==> src/rtl/vxe_vpu_actf_ctl_if.sv <==
// Bundle of signals between the VPU command decoder, the ACTF controller and
// the activation-function execution unit (actf_eu).
//   slave  : the controller. It takes i_* and drives o_*.
//   master : the environment. It is the decoder/EU side and drives i_*.
// Command : i_cmd_valid, o_cmd_ready, i_cmd_leaky, i_cmd_expd, i_th_en
// FMAC    : i_fmac_busy
// EU      : o_eu_start, i_eu_busy, o_eu_leaky, o_eu_expd
// Status  : o_busy, o_done, o_err, o_lat
interface vxe_vpu_actf_ctl_if #(
  parameter int LAT_W = 16
);
  logic             i_cmd_valid;
  logic             o_cmd_ready;
  logic             i_cmd_leaky;
  logic [6:0]       i_cmd_expd;
  logic [7:0]       i_th_en;
  logic             i_fmac_busy;
  logic             o_eu_start;
  logic             i_eu_busy;
  logic             o_eu_leaky;
  logic [6:0]       o_eu_expd;
  logic             o_busy;
  logic             o_done;
  logic             o_err;
  logic [LAT_W-1:0] o_lat;

  modport slave (
    input  i_cmd_valid, i_cmd_leaky, i_cmd_expd, i_th_en, i_fmac_busy, i_eu_busy,
    output o_cmd_ready, o_eu_start, o_eu_leaky, o_eu_expd, o_busy, o_done, o_err, o_lat
  );

  modport master (
    output i_cmd_valid, i_cmd_leaky, i_cmd_expd, i_th_en, i_fmac_busy, i_eu_busy,
    input  o_cmd_ready, o_eu_start, o_eu_leaky, o_eu_expd, o_busy, o_done, o_err, o_lat
  );
endinterface

==> src/rtl/vxe_vpu_actf_ctl.sv <==
// ACTF command sequencer. It accepts one activation command at a time and
// waits for the FMAC pipeline to drain. Then it fires a one-cycle start to
// actf_eu, tracks the EU busy window and reports done/timeout. It also keeps
// the start-to-busy-fall latency.
// Ports:
//   clk, nrst : clock and asynchronous active-low reset
//   bus       : vxe_vpu_actf_ctl_if.slave (command, FMAC, EU and status)
// Parameters:
//   BUSY_TMO  : the most cycles allowed from the start pulse to EU busy rising (>=2)
//   LAT_W     : width of the saturating latency counter. Must match bus LAT_W.
module vxe_vpu_actf_ctl #(
  parameter int BUSY_TMO = 16,
  parameter int LAT_W    = 16
) (
  input  logic              clk,
  input  logic              nrst,
  vxe_vpu_actf_ctl_if.slave bus
);

  localparam logic [2:0] S_IDLE      = 3'd0;
  localparam logic [2:0] S_DRAIN     = 3'd1;
  localparam logic [2:0] S_START     = 3'd2;
  localparam logic [2:0] S_WAIT_BUSY = 3'd3;
  localparam logic [2:0] S_RUN       = 3'd4;
  localparam logic [2:0] S_DONE      = 3'd5;

  localparam logic [LAT_W-1:0] CNT_ONE  = LAT_W'(1);
  localparam logic [LAT_W-1:0] CNT_MAX  = {LAT_W{1'b1}};
  // The counter reads 1 in the first WAIT_BUSY cycle. When it reaches
  // BUSY_TMO-1, this is the last cycle in which busy may still rise.
  localparam logic [LAT_W-1:0] TMO_LAST = LAT_W'(BUSY_TMO - 1);

  logic [2:0]       state_q, state_d;
  logic [LAT_W-1:0] cnt_q, cnt_inc, lat_q;
  logic             start_q, done_q, err_q, leaky_q;
  logic [6:0]       expd_q;
  logic             accept, timeout;

  assign accept  = (state_q == S_IDLE) && bus.i_cmd_valid;
  assign cnt_inc = (cnt_q == CNT_MAX) ? cnt_q : cnt_q + CNT_ONE;

  // NOTE: every signal driven here gets a default before the case statement.
  // A path that skips an assignment would otherwise infer a latch.
  always_comb begin
    state_d = state_q;
    timeout = 1'b0;
    case (state_q)
      S_IDLE: begin
        if (bus.i_cmd_valid) begin
          state_d = (bus.i_th_en == 8'h00) ? S_DONE : S_DRAIN;
        end
      end
      S_DRAIN: begin
        if (!bus.i_fmac_busy) state_d = S_START;
      end
      S_START: state_d = S_WAIT_BUSY;
      S_WAIT_BUSY: begin
        // A busy rise in the last allowed cycle beats the timeout.
        if (bus.i_eu_busy) begin
          state_d = S_RUN;
        end else if (cnt_q >= TMO_LAST) begin
          timeout = 1'b1;
          state_d = S_DONE;
        end
      end
      S_RUN: begin
        if (!bus.i_eu_busy) state_d = S_DONE;
      end
      S_DONE:  state_d = S_IDLE;
      default: state_d = S_IDLE;
    endcase
  end

  // NOTE: sequential state uses non-blocking assignments only. All registers
  // then update together from the pre-edge values and do not race each other.
  always_ff @(posedge clk or negedge nrst) begin
    if (!nrst) begin
      state_q <= S_IDLE;
      cnt_q   <= '0;
      lat_q   <= '0;
      start_q <= 1'b0;
      done_q  <= 1'b0;
      err_q   <= 1'b0;
      leaky_q <= 1'b0;
      expd_q  <= '0;
    end else begin
      state_q <= state_d;
      // Pulses are registered from the next state. Each one is high during
      // exactly the cycle the FSM spends in that state.
      start_q <= (state_d == S_START);
      done_q  <= (state_d == S_DONE);
      err_q   <= timeout;

      if (accept) begin
        leaky_q <= bus.i_cmd_leaky;
        expd_q  <= bus.i_cmd_expd;
      end

      if (state_q == S_START) begin
        cnt_q <= CNT_ONE;
      end else if (state_q == S_WAIT_BUSY || state_q == S_RUN) begin
        cnt_q <= cnt_inc;
      end

      // At the busy-fall cycle the counter equals cycles since the start pulse.
      if (state_q == S_RUN && !bus.i_eu_busy) begin
        lat_q <= cnt_q;
      end
    end
  end

  assign bus.o_cmd_ready = (state_q == S_IDLE);
  assign bus.o_busy      = (state_q != S_IDLE);
  assign bus.o_eu_start  = start_q;
  assign bus.o_done      = done_q;
  assign bus.o_err       = err_q;
  assign bus.o_eu_leaky  = leaky_q;
  assign bus.o_eu_expd   = expd_q;
  assign bus.o_lat       = lat_q;

endmodule

==> src/flat_wrapper.sv <==
// flat-port wrapper written by rule: the top's interface ports become plain ports
module vxe_vpu_actf_ctl_flat 
#(
  parameter int BUSY_TMO = 16,
  parameter int LAT_W    = 16
)
  (clk, nrst, bus_i_cmd_valid, bus_i_cmd_leaky, bus_i_cmd_expd, bus_i_th_en, bus_i_fmac_busy, bus_i_eu_busy, bus_o_cmd_ready, bus_o_eu_start, bus_o_eu_leaky, bus_o_eu_expd, bus_o_busy, bus_o_done, bus_o_err, bus_o_lat);
  vxe_vpu_actf_ctl_if #(.LAT_W(LAT_W)) bus_i ();
  input  logic clk;
  input  logic nrst;
  input wire logic [$bits(bus_i.i_cmd_valid)-1:0] bus_i_cmd_valid;
  input wire logic [$bits(bus_i.i_cmd_leaky)-1:0] bus_i_cmd_leaky;
  input wire logic [$bits(bus_i.i_cmd_expd)-1:0] bus_i_cmd_expd;
  input wire logic [$bits(bus_i.i_th_en)-1:0] bus_i_th_en;
  input wire logic [$bits(bus_i.i_fmac_busy)-1:0] bus_i_fmac_busy;
  input wire logic [$bits(bus_i.i_eu_busy)-1:0] bus_i_eu_busy;
  output wire logic [$bits(bus_i.o_cmd_ready)-1:0] bus_o_cmd_ready;
  output wire logic [$bits(bus_i.o_eu_start)-1:0] bus_o_eu_start;
  output wire logic [$bits(bus_i.o_eu_leaky)-1:0] bus_o_eu_leaky;
  output wire logic [$bits(bus_i.o_eu_expd)-1:0] bus_o_eu_expd;
  output wire logic [$bits(bus_i.o_busy)-1:0] bus_o_busy;
  output wire logic [$bits(bus_i.o_done)-1:0] bus_o_done;
  output wire logic [$bits(bus_i.o_err)-1:0] bus_o_err;
  output wire logic [$bits(bus_i.o_lat)-1:0] bus_o_lat;
  assign bus_i.i_cmd_valid = bus_i_cmd_valid;
  assign bus_i.i_cmd_leaky = bus_i_cmd_leaky;
  assign bus_i.i_cmd_expd = bus_i_cmd_expd;
  assign bus_i.i_th_en = bus_i_th_en;
  assign bus_i.i_fmac_busy = bus_i_fmac_busy;
  assign bus_i.i_eu_busy = bus_i_eu_busy;
  assign bus_o_cmd_ready = bus_i.o_cmd_ready;
  assign bus_o_eu_start = bus_i.o_eu_start;
  assign bus_o_eu_leaky = bus_i.o_eu_leaky;
  assign bus_o_eu_expd = bus_i.o_eu_expd;
  assign bus_o_busy = bus_i.o_busy;
  assign bus_o_done = bus_i.o_done;
  assign bus_o_err = bus_i.o_err;
  assign bus_o_lat = bus_i.o_lat;
  vxe_vpu_actf_ctl #(.BUSY_TMO(BUSY_TMO), .LAT_W(LAT_W)) u_core (.clk(clk), .nrst(nrst), .bus(bus_i));
endmodule
==> config.mk <==
export PLATFORM = sky130hd
export DESIGN_NAME = vxe_vpu_actf_ctl_flat
export DESIGN_NICKNAME = d
export VERILOG_FILES = /design/src/rtl/vxe_vpu_actf_ctl_if.sv /design/src/rtl/vxe_vpu_actf_ctl.sv /design/src/flat_wrapper.sv
export SDC_FILE = /design/constraint.sdc
export NUM_CORES = 1
export LEC_CHECK = 0
export BUFFER_PORTS_ARGS = -buffer_cell sky130_fd_sc_hd__buf_2
export CAP_MARGIN = 20
export CORE_MARGIN = 2
export CORE_UTILIZATION = 45
export DETAILED_ROUTE_END_ITERATION = 10
export GPL_TIMING_DRIVEN = 0
export PLACE_DENSITY = 0.8
export SLEW_MARGIN = 20
export SYNTH_ARGS = -nofsm -noshare
export SYNTH_HDL_FRONTEND = slang
export SYNTH_SLANG_ARGS = --single-unit
==> constraint.sdc <==
create_clock -name clk -period 3.2 [get_ports clk]
set_input_delay 0.64 -clock clk [delete_from_list [all_inputs] [get_ports clk]]
set_output_delay 0.64 -clock clk [all_outputs]
set_load 0.005 [all_outputs]
Yosys cells after proc, flatten, opt, wreduce, memory -nomap -nowiden --
Index checks and enable logic that the tools add are counted.
Storage, ports and cells: memory bits (read-only) 0, memories kept 0, RAM bits 0, bits in latches 0, output and inout bits 29, logic and storage cells 40, flip-flop bits (word level) 46, input port bits 21
Cells by class: multiplexer cells 13, equal/unequal tests 8, div/mod/pow operators 0, reduce and logical (&&, ||, !) cells 9, bitwise gates (word level) 0, $lt $le $gt $ge 1, shifts and indexed selects 0, multiply operators 0, add/subtract/negate cells 1
Operators by type and width (count):
- two-way mux 16 bit | 3
- two-way mux 3 bit | 6
- adder 16 x 1 -> 16 bit, second input constant | 1
- == test 16 bit, second input constant | 1
- >= comparator 16 x 4 -> 1 bit, second input constant | 1
- case mux 3 bit (5 select lines) | 1
- == test 3 x 2 -> 1 bit, second input constant | 3
- logical NOT 8 bit | 1
- == test 3 bit, second input constant | 2
- == test 3 x 1 -> 1 bit, second input constant | 1
- logical NOT 3 bit | 1
- two-way mux 1 bit | 3
- nonzero test 3 bit | 1
- logical AND 1 bit | 2
- inequality test 2 bit, second input constant | 1
- AND reduction 2 bit | 1
- nonzero test 2 bit | 1
- logical NOT 1 bit | 1
- logical OR 1 bit | 1

Logic depth before layout (Yosys ltp) --
Gate-level depths: netlist of run 1.
depth in word-level cells 5, gate-level depth with buffers 7, mapped depth without buffers 5

Worst setup path before layout of run 1 --
No wires, ideal clock.
path type flip-flop to flip-flop, from register u_core.state_q[0], to register u_core.lat_q[10], in the netlist u_core.bus.o_lat[10], cell stages (with the launch flop) 6, buffers on the path 2, period minus slack after synthesis 1.808 ns, data arrival time 1.683 ns, data required time 3.075 ns, setup time 0.125 ns, setup slack 1.392 ns, cell sequence dfrtp_1 buf_2 or3b_4 nor2_2 buf_4 mux2_2
Between the ends: word-level cells in the longest chain between the ends 2
RTL lines:
- from (decl) | line vxe_vpu_actf_ctl.sv:33 | logic [2:0] state_q, state_d;
- from (signal assigned) | line vxe_vpu_actf_ctl.sv:87 | state_q <= state_d;
- == test 3 bit | line vxe_vpu_actf_ctl.sv:106 | if (state_q == S_RUN && !bus.i_eu_busy) begin
- logical AND 1 bit | line vxe_vpu_actf_ctl.sv:106
- to (signal assigned) | line vxe_vpu_actf_ctl.sv:107 | lat_q <= cnt_q;
- to (decl) | line vxe_vpu_actf_ctl.sv:34 | logic [LAT_W-1:0] cnt_q, cnt_inc, lat_q;
Every way passes these cells. A chain may end at the register's enable or synchronous reset.

Final worst setup path of run 1 --
from register u_core.state_q[0], to register u_core.lat_q[11], in the netlist u_core.bus.o_lat[11]
Same word-level chain as after synthesis.

==> results of run 1 <==
## layout make-up
class,instances,area share
sequential,46,0.449
multi-input combinational,128,0.374
timing repair buffer,49,0.0967
clock buffer,5,0.0269
tap,54,0.0264
buffer,8,0.0171
inverter,4,0.00586
clock inverter,2,0.00391
## per-layer routing
metal  wire [um]  vias up
met1        1920      826
met5           0        -
met3         178        7
li1            -      816
met4          76        0
met2        2140       36
## per-stage QoR
step	instances	total power, mW	cell area, um^2
global route	296	1.70	2560
CTS	296	1.61	2560
detailed placement	289	1.27	2480
floorplan	186	1.08	2170
global placement	289	1.25	2480
finish	296	1.59	2560
## state kept, by name (all words and copies together), names as in the netlist
name,flops
u_core.bus.o_eu_start,1
u_core.state_q,3
u_core.bus.o_lat,16
u_core.bus.o_eu_leaky,1
u_core.bus.o_eu_expd,7
u_core.cnt_q,16
u_core.bus.o_err,1
u_core.bus.o_done,1
## placed cells by master, fill, tap and decap left out, drive strengths merged, types with 3 or more instances in the layout
cell type / n
a21oi: 8
and3: 3
and4: 5
buf: 56
clkbuf: 6
dfrtp: 46
inv: 4
mux2: 24
mux2i: 3
nand2: 10
nand3: 8
nand4: 3
nor3: 5
nor4: 7
o21ai: 7
o311ai: 3
o31ai: 6
or3: 5
or4: 5
## worst max path at each step
stage | from | endpoint | slack [ps] | cells after the start
after floorplan | u_core.state_q[0]$_DFF_PN0_ | u_core.bus.o_lat[10]$_DFFE_PN0P_ | 1390 | 5
after global placement | u_core.state_q[0]$_DFF_PN0_ | u_core.bus.o_lat[6]$_DFFE_PN0P_ | 1220 | 5
after detailed placement | u_core.state_q[0]$_DFF_PN0_ | u_core.bus.o_lat[11]$_DFFE_PN0P_ | 1190 | 5
after CTS | u_core.state_q[0]$_DFF_PN0_ | u_core.bus.o_lat[11]$_DFFE_PN0P_ | 1170 | 5
after global routing | u_core.state_q[0]$_DFF_PN0_ | u_core.bus.o_lat[13]$_DFFE_PN0P_ | 1080 | 5
final | u_core.state_q[0]$_DFF_PN0_ | u_core.bus.o_lat[11]$_DFFE_PN0P_ | 1200 | 5
## power breakdown
group          switching (mW)  internal, mW  leakage, nW  total (mW)
sequential             0.0620         0.692        0.613       0.754
clock                   0.182         0.146       0.0438       0.328
combinational           0.262         0.244        0.586       0.506
## synth_stat cells (all sizes together)
| library cell | instances | share of area |
|---|---|---|
| or4 | 5 | 0.017 |
| o31ai | 6 | 0.021 |
| nand4 | 3 | 0.0087 |
| nand2b | 2 | 0.0058 |
| or3 | 5 | 0.014 |
| and3b | 1 | 0.0040 |
| nor3 | 5 | 0.012 |
| ha | 1 | 0.0058 |
| clkbuf | 1 | 0.0017 |
| o31a | 2 | 0.0081 |
| nor3b | 2 | 0.0092 |
| mux2 | 24 | 0.12 |
| a211o | 2 | 0.0081 |
| nand3b | 2 | 0.0069 |
| mux2i | 3 | 0.014 |
| dfrtp | 46 | 0.53 |
| inv | 4 | 0.0069 |
| a31o | 1 | 0.0040 |
| and4 | 5 | 0.020 |
| nand3 | 8 | 0.018 |
| nor2b | 1 | 0.0029 |
| o211ai | 2 | 0.0092 |
| nor2 | 2 | 0.0046 |
| nor4 | 7 | 0.020 |
| buf | 7 | 0.018 |
| or3b | 1 | 0.0052 |
| o311ai | 3 | 0.012 |
| o21a | 2 | 0.0069 |
| nor4b | 1 | 0.0040 |
| o21ai | 7 | 0.016 |
| and3 | 3 | 0.0087 |
| nand2 | 10 | 0.017 |
| a21oi | 8 | 0.018 |
| a21o | 2 | 0.0069 |
| and2 | 1 | 0.0029 |
| o41ai | 1 | 0.0040 |
## logic make-up (layout without fill, tap and decap cells)
family                   after synthesis  count (layout)  synth area share
buffers and inverters                 12              68            0.0271
AND/OR/NAND/NOR                       64              64             0.182
AO/OA/AOI/OAI                         36              36             0.115
adder cells (fa/ha/maj)                1               1           0.00577
flip-flops                            46              46             0.531
multiplexers                          27              27             0.139
## worst max-delay path, delay by kind of cell, from the launching register on
| kind | cells | cell delay (ps) |
|---|---|---|
| mux | 1 | 350 |
| simple gates | 2 | 720 |
| flops | 1 | 370 |
| buf+inv | 2 | 450 |
==> summary.md, run 1 <==
| Metric | Value |
|---|---|
| Setup tns final | `0 ps` |
| Layout cells sized above 1 | `0.380` |
| Worst R2R Start | `u_core.state_q[0]$_DFF_PN0_` |
| Met3 usage | `0.0521` |
| Chip Width | `73.4 um` |
| Final core occ | `0.546` |
| Initial antenna violation count | `0` |
| CTS buffer count | `5` |
| Share of the clock period used by the worst path | `0.626` |
| Yosys warnings | `0` |
| Detail Route Antenna Nets | `0` |
| Vias in the first global route | `1655` |
| Vias post-DR | `1685` |
| DIE HEIGHT | `73.4 um` |
| Clk buf depth | `2` |
| First-pass GRT wire length | `7.61 mm` |
| Rows | `25` |
| CTS Root Cell | `clkbuf_8` |
| Worst skew pair latency | `300 ps` |
| Multi-input logic area | `957 um^2` |
| PortBufs | `49` |
| Max transition margin | `0.304` |
| CTS tree | `built` |
| Gr usage total | `0.186` |
| Ant. Diodes | `0` |
| Endpoints failing setup | `0` |
| CP Capture Type | `flip-flop` |
| Seq/Total Area, Yosys | `0.531` |
| CP startpoint kind | `flip-flop` |
| RSZ-0062 raised after global routing | `no` |
| Achievable Freq | `0.499 GHz` |
| Met1 Track Usage GR | `0.234` |
| Worst path required time | `3390 ps` |
| Post-CTS Setup Bufs | `0` |
| Crit path kind | `reg -> reg` |
| Critical path arrival | `2200 ps` |
| Die Area | `5390 um^2` |
| Post-CTS resize count | `0` |
| Worst Hold Class | `in -> async` |
| CP Max Fanout | `10` |
| Syn nets | `208` |
| PwrDens | `620 nW/um^2` |
| Largest net degree at the start of global routing | `47` |
| Layout Skew | `3.68 ps` |
| DPL Wire Length | `3.12 mm` |
| Htree depth | `2` |
| Pins Over Slew Limit | `0` |
| Reg2Reg Depth | `5` |
| Yosys cell types | `41` |
| Worst slack at placement | `1190 ps` |
| Layer with the highest usage | `met2` |
| DRC | `0` |
| Status | `finished clean` |
| Final WS setup | `1200 ps` |
| Area of the mapped netlist | `2170 um^2` |
| R2R setup slack | `1200 ps` |
| Seq. cell area | `1150 um^2` |
| Worst-Margin Slew | `1040 ps` |
| CTS Sinks | `46` |
| Met2 GRT Util | `0.306` |
| Initial DRC count | `128` |
| Starting Density | `0.462` |
| #FFs+latches synth | `46` |
| First drt pass iteration count | `4` |
| Synthesized netlist cell count | `186` |
| Total gr overflow | `0` |
| Placer Congestion | `0.814` |
| Leak Pwr | `1.24 nW` |
| Wire per inst | `14.6 um` |
| Hold_buf cts | `0` |
| Core area | `4690 um^2` |
| Clk pin slew, worst setup/hold paths | `80 ps` |
| Via density | `5.69` |
| # fillers | `414` |
| CP max stage delay | `420 ps` |
| Post-Syn Area per Cell | `11.7 um^2` |
| Area grow syn2layout | `18.2%` |
| Crit path cell chain | `buf_2, or3b_4, nor2_2, buf_4, mux2_2` |
| Max Cap Viol | `0` |
| Critical Path Slowest Stage Cell | `or3b_4` |
| Hold Worst Slack | `322 ps` |
| NumNets Final | `264` |
| Final WL | `4.31 mm` |
| Tmin final | `2000 ps` |
| Final Hold Viols | `0` |
| I/O pin count | `50` |
| Maximum VDD drop | `472 uV` |
| RR Endpoint | `u_core.bus.o_lat[11]$_DFFE_PN0P_` |
No activity file was read; power rests on OpenSTA's default activity.
==> run 2, diff against run 1 <==
==> constraint.sdc (replaced) <==
create_clock -name clk -period 1.9 [get_ports clk]
set_input_delay 0.38 -clock clk [delete_from_list [all_inputs] [get_ports clk]]
set_output_delay 0.38 -clock clk [all_outputs]
set_load 0.005 [all_outputs]
==> summary.md, run 2 (synthesis gave the netlist of run 1 again) <==
| Metric | Value |
|---|---|
| Vias post-DR | `1698` |
| CTS buffer count | `5` |
| Layout Skew | `3.83 ps` |
| CP Max Fanout | `10` |
| Final instance area | `2650 um^2` |
| Crit path buffers/inverters | `1` |
| CP startpoint kind | `flip-flop` |
| Post-DP Area | `2480 um^2` |
| Critical Path Slowest Stage Cell | `or3b_4` |
| Cells after DPL | `289` |
| Final core occ | `0.564` |
| CTS tree | `built` |
| Achievable Freq | `0.543 GHz` |
| Placer Congestion | `0.814` |
| Clk pin slew, worst setup/hold paths | `80 ps` |
| NumNets Final | `268` |
| Wire per inst | `15.0 um` |
| Htree depth | `2` |
| Area grow syn2layout | `22.2%` |
| Via density | `5.66` |
| PwrDens | `1040 nW/um^2` |
| Most frequent cells in the layout | `buf_2 (51), dfrtp_1 (46), mux2_2 (24)` |
| Worst Hold Class | `in -> async` |
| Total gr overflow | `0` |
| Vias in the first global route | `1652` |
| Share of the clock period used by the worst path | `0.970` |
| I/O pin count | `50` |
| Status | `finished clean` |
| Final Hold Viols | `0` |
| First drt pass iteration count | `4` |
| Post-route insts no fill | `300` |
| Ant. Diodes | `0` |
| Hold_buf cts | `0` |
| Gr usage total | `0.188` |
| Largest net degree at the start of global routing | `47` |
| Starting Density | `0.462` |
| Setup tns final | `0 ps` |
| Reg2Reg Depth | `5` |
| Hold Worst Slack | `63.5 ps` |
| CP max stage delay | `440 ps` |
| Worst path required time | `2130 ps` |
| Max transition margin | `0.301` |
| PortBufs | `49` |
| Most common cell after layout, fill and taps aside | `buf_2` |
| DIE HEIGHT | `73.4 um` |
| Detail Route Antenna Nets | `0` |
| RSZ-0062 raised after global routing | `yes` |
| Endpoints failing setup | `0` |
| Initial antenna violation count | `0` |
| Die Area | `5390 um^2` |
| Initial DRC count | `82` |
| Max Cap Viol | `0` |
| Chip Width | `73.4 um` |
| Cell family with most CP delay | `simple AND/OR/NAND/NOR gates` |
| CTS Root Cell | `clkbuf_8` |
| Layout cells sized above 1 | `0.427` |
| Core area | `4690 um^2` |
| Leak Pwr | `1.27 nW` |
| Pins Over Slew Limit | `0` |
| Tmin final | `1840 ps` |
| Crit path cell chain | `buf_2, or3b_4, a211o_1, or3_1, a21oi_1` |
| Maximum VDD drop | `803 uV` |
| Worst R2R Start | `u_core.state_q[0]$_DFF_PN0_` |
| Worst-Margin Slew | `1040 ps` |
| Rows | `25` |
| DPL Wire Length | `3.12 mm` |
| # fillers | `400` |
| Crit path kind | `reg -> reg` |
| Worst skew pair latency | `300 ps` |
| CTS Sinks | `46` |
| Critical path arrival | `2070 ps` |
| R2R setup slack | `60 ps` |
| Final WL | `4.51 mm` |
| First-pass GRT wire length | `7.67 mm` |
| CP Capture Type | `flip-flop` |
| Clk buf depth | `2` |
| RR Endpoint | `u_core.cnt_q[13]$_DFFE_PN0P_` |
| DRC | `0` |
==> run 2: changes by cell type in the layout (fill, tap and decap cells not counted), sizes merged <==
cell and delta:
clkbuf +2, buf +2
==> run 2: worst max-delay path by stage <==
stage / from / end / cells after the start
after global routing: u_core.state_q[0]$_DFF_PN0_ / u_core.cnt_q[15]$_DFFE_PN0P_ / 4
after global placement: u_core.state_q[0]$_DFF_PN0_ / u_core.bus.o_lat[6]$_DFFE_PN0P_ / 5
after CTS: u_core.state_q[0]$_DFF_PN0_ / u_core.cnt_q[9]$_DFFE_PN0P_ / 5
after floorplan: u_core.state_q[0]$_DFF_PN0_ / u_core.bus.o_lat[10]$_DFFE_PN0P_ / 5
final: u_core.state_q[0]$_DFF_PN0_ / u_core.cnt_q[13]$_DFFE_PN0P_ / 5
after detailed placement: u_core.state_q[0]$_DFF_PN0_ / u_core.bus.o_lat[11]$_DFFE_PN0P_ / 5
==> run 2: metal layers <==
metal | wire (um) | part of all wire | global-route usage
met1 | 2040 | 0.45 | 0.237
met3 | 151 | 0.033 | 0.0521
met4 | 77 | 0.017 | 0.0667
met5 | 0 | 0 | 0
met2 | 2240 | 0.50 | 0.309
==> run 2: repair_timing <==
action / CTS / global route
setup buffers: 1 / 3
pin swaps: 0 / 1
resized for setup: 2 / 14
endpoints found under the setup margin: 12 / 29
==> run 2: layout make-up <==
class | instances | area (um^2) | share of cell area
sequential | 46 | 1150 | 0.435
multi-input combinational | 128 | 1000 | 0.379
timing repair buffer | 53 | 278 | 0.105
clock buffer | 5 | 68.8 | 0.0260
tap | 54 | 67.6 | 0.0255
buffer | 8 | 52.6 | 0.0198
inverter | 4 | 15.0 | 0.00567
clock inverter | 2 | 10.0 | 0.00378
==> run 2: metrics by stage <==
stage	setup WS [ps]	power [mW]
5_1_grt	-43.6	2.96
3_5_place_dp	-114	2.14
4_1_cts	17.8	2.73
3_3_place_gp	-79.2	2.11
6_report	56.7	2.77
2_1_floorplan	92.0	1.82
==> run 2: power breakdown <==
| part | internal [mW] | switching, mW |
|---|---|---|
| sequential | 1.17 | 0.0924 |
| combinational | 0.458 | 0.492 |
| clock | 0.247 | 0.311 |
==> run 3, diff against run 2 <==
--- a/config.mk
+++ b/config.mk
@@ -7,6 +7,7 @@
 export LEC_CHECK = 0
 export BUFFER_PORTS_ARGS = -buffer_cell sky130_fd_sc_hd__buf_2
 export CAP_MARGIN = 20
+export CORE_ASPECT_RATIO = 0.8
 export CORE_MARGIN = 2
 export CORE_UTILIZATION = 45
 export DETAILED_ROUTE_END_ITERATION = 10
==> summary.md, run 3 (synthesis gave the netlist of run 1 again) <==
| Metric | Value |
|---|---|
| Share of the clock period used by the worst path | `0.978` |
| Worst Hold Class | `in -> async` |
| Wire per inst | `14.7 um` |
| Worst path required time | `2110 ps` |
| DRC | `0` |
| Clk buf depth | `2` |
| Worst R2R Start | `u_core.state_q[0]$_DFF_PN0_` |
| Layout Skew | `7.88 ps` |
| RSZ-0062 raised after global routing | `yes` |
| Initial DRC count | `107` |
| Clk pin slew, worst setup/hold paths | `90 ps` |
| Reg2Reg Depth | `5` |
| Post-route insts no fill | `306` |
| Initial antenna violation count | `0` |
| Rows | `22` |
| Final WL | `4.49 mm` |
| Setup tns final | `0 ps` |
| Final Hold Viols | `0` |
| CTS buffer count | `5` |
| Area grow syn2layout | `23.0%` |
| Tmin final | `1860 ps` |
| Vias in the first global route | `1616` |
| Via density | `5.64` |
| I/O pin count | `50` |
| Final instance area | `2670 um^2` |
| Cells after DPL | `295` |
| Hold_buf cts | `0` |
| R2R setup slack | `40 ps` |
| Largest net degree at the start of global routing | `47` |
| CTS Root Cell | `clkbuf_8` |
| Layout cells sized above 1 | `0.427` |
| NumNets Final | `267` |
| Detail Route Antenna Nets | `0` |
| Final Total Pwr | `2.89 mW` |
| Most frequent cells in the layout | `buf_2 (53), dfrtp_1 (45), mux2_2 (24)` |
| Max transition margin | `0.319` |
| Critical path arrival | `2070 ps` |
| Leak Pwr | `1.27 nW` |
| DPL Wire Length | `3.12 mm` |
| Crit path kind | `reg -> reg` |
| Worst-Margin Slew | `1010 ps` |
| # fillers | `417` |
| Total gr overflow | `0` |
| First drt pass iteration count | `4` |
| Placer Congestion | `0.810` |
| Ant. Diodes | `0` |
| Post-DP Area | `2490 um^2` |
| Status | `finished clean` |
| Die Area | `5390 um^2` |
| Gr usage total | `0.185` |
| Worst skew pair latency | `300 ps` |
| CP Capture Type | `flip-flop` |
| Chip Width | `81.6 um` |
| DIE HEIGHT | `66.1 um` |
| CP Max Fanout | `10` |
| Vias post-DR | `1726` |
| Endpoints failing setup | `0` |
| PwrDens | `1080 nW/um^2` |
| Maximum VDD drop | `638 uV` |
| RR Endpoint | `u_core.cnt_q[6]$_DFFE_PN0P_` |
| CTS tree | `built` |
| Starting Density | `0.469` |
| Htree depth | `2` |
| Max Cap Viol | `0` |
| Pins Over Slew Limit | `0` |
| CTS Sinks | `46` |
| First-pass GRT wire length | `7.61 mm` |
| Achievable Freq | `0.538 GHz` |
| CP startpoint kind | `flip-flop` |
| Core area | `4620 um^2` |
| PortBufs | `49` |
| Most common cell after layout, fill and taps aside | `buf_2` |
run 3: cell types whose count changed in the layout (fill, tap and decap cells not counted), sizes merged:
cell / previous run / this run
clkbuf: 8 / 6
buf: 58 / 59
bufinv: 0 / 1
run 3: worst max-delay path: stages, from the launching register on:
cell     delay [ps]
dfrtp_1         370
buf_2           180
nor3b_4         350
nor2_2          160
or4_1           520
a21oi_1         190
run 3: layout make-up:
type | count | area, um^2 | area share
Buffer | 8 | 43.8 | 0.0164
Clock buffer | 5 | 68.8 | 0.0258
Clock inverter | 3 | 40.0 | 0.0150
Inverter | 4 | 15.0 | 0.00563
Multi-Input combinational cell | 128 | 1000 | 0.375
Sequential cell | 46 | 1150 | 0.432
Tap cell | 60 | 75.1 | 0.0282
Timing Repair Buffer | 52 | 270 | 0.101
run 3: metal layers:
metal  wire length [um]  track usage  up-vias
met5                  0            0        -
met4                 52       0.0563        0
met3                223       0.0410        7
met2               2110        0.282       43
met1               2100        0.264      839
li1                   -            -      837
run 3: timing repair:
| item | CTS | global route |
|---|---|---|
| pin swaps | 1 | 1 |
| setup buffers | 2 | 1 |
| setup endpoints to repair | 14 | 10 |
| resized for setup | 1 | 13 |
run 3: how the worst max path moves through the flow:
stage | from | endpoint | slack [ps] | depth (start not counted)
global route | u_core.state_q[1]$_DFF_PN0_ | u_core.cnt_q[6]$_DFFE_PN0P_ | -40 | 5
CTS | u_core.cnt_q[1]$_DFFE_PN0P_ | u_core.cnt_q[9]$_DFFE_PN0P_ | 5 | 5
global placement | u_core.state_q[0]$_DFF_PN0_ | u_core.bus.o_lat[7]$_DFFE_PN0P_ | -100 | 5
finish | u_core.state_q[0]$_DFF_PN0_ | u_core.cnt_q[6]$_DFFE_PN0P_ | 40 | 5
detailed placement | u_core.state_q[0]$_DFF_PN0_ | u_core.bus.o_lat[6]$_DFFE_PN0P_ | -110 | 5
floorplan | u_core.state_q[0]$_DFF_PN0_ | u_core.bus.o_lat[10]$_DFFE_PN0P_ | 90 | 5
run 3: per-stage QoR:
step	hold WS, ps	setup slack (ps)	util
finish	71.7	42.1	0.577
global route	122	-40.2	0.577
CTS	255	4.79	0.566
detailed placement	491	-115	0.538
global placement	486	-97.2	0.538
floorplan	84.4	92.0	-
run 3: report_power, final:
group | internal (mW) | switching [mW] | total [mW]
sequential | 1.17 | 0.0922 | 1.26
combinational | 0.446 | 0.475 | 0.921
clock | 0.387 | 0.323 | 0.711
total | 2.00 | 0.891 | 2.89
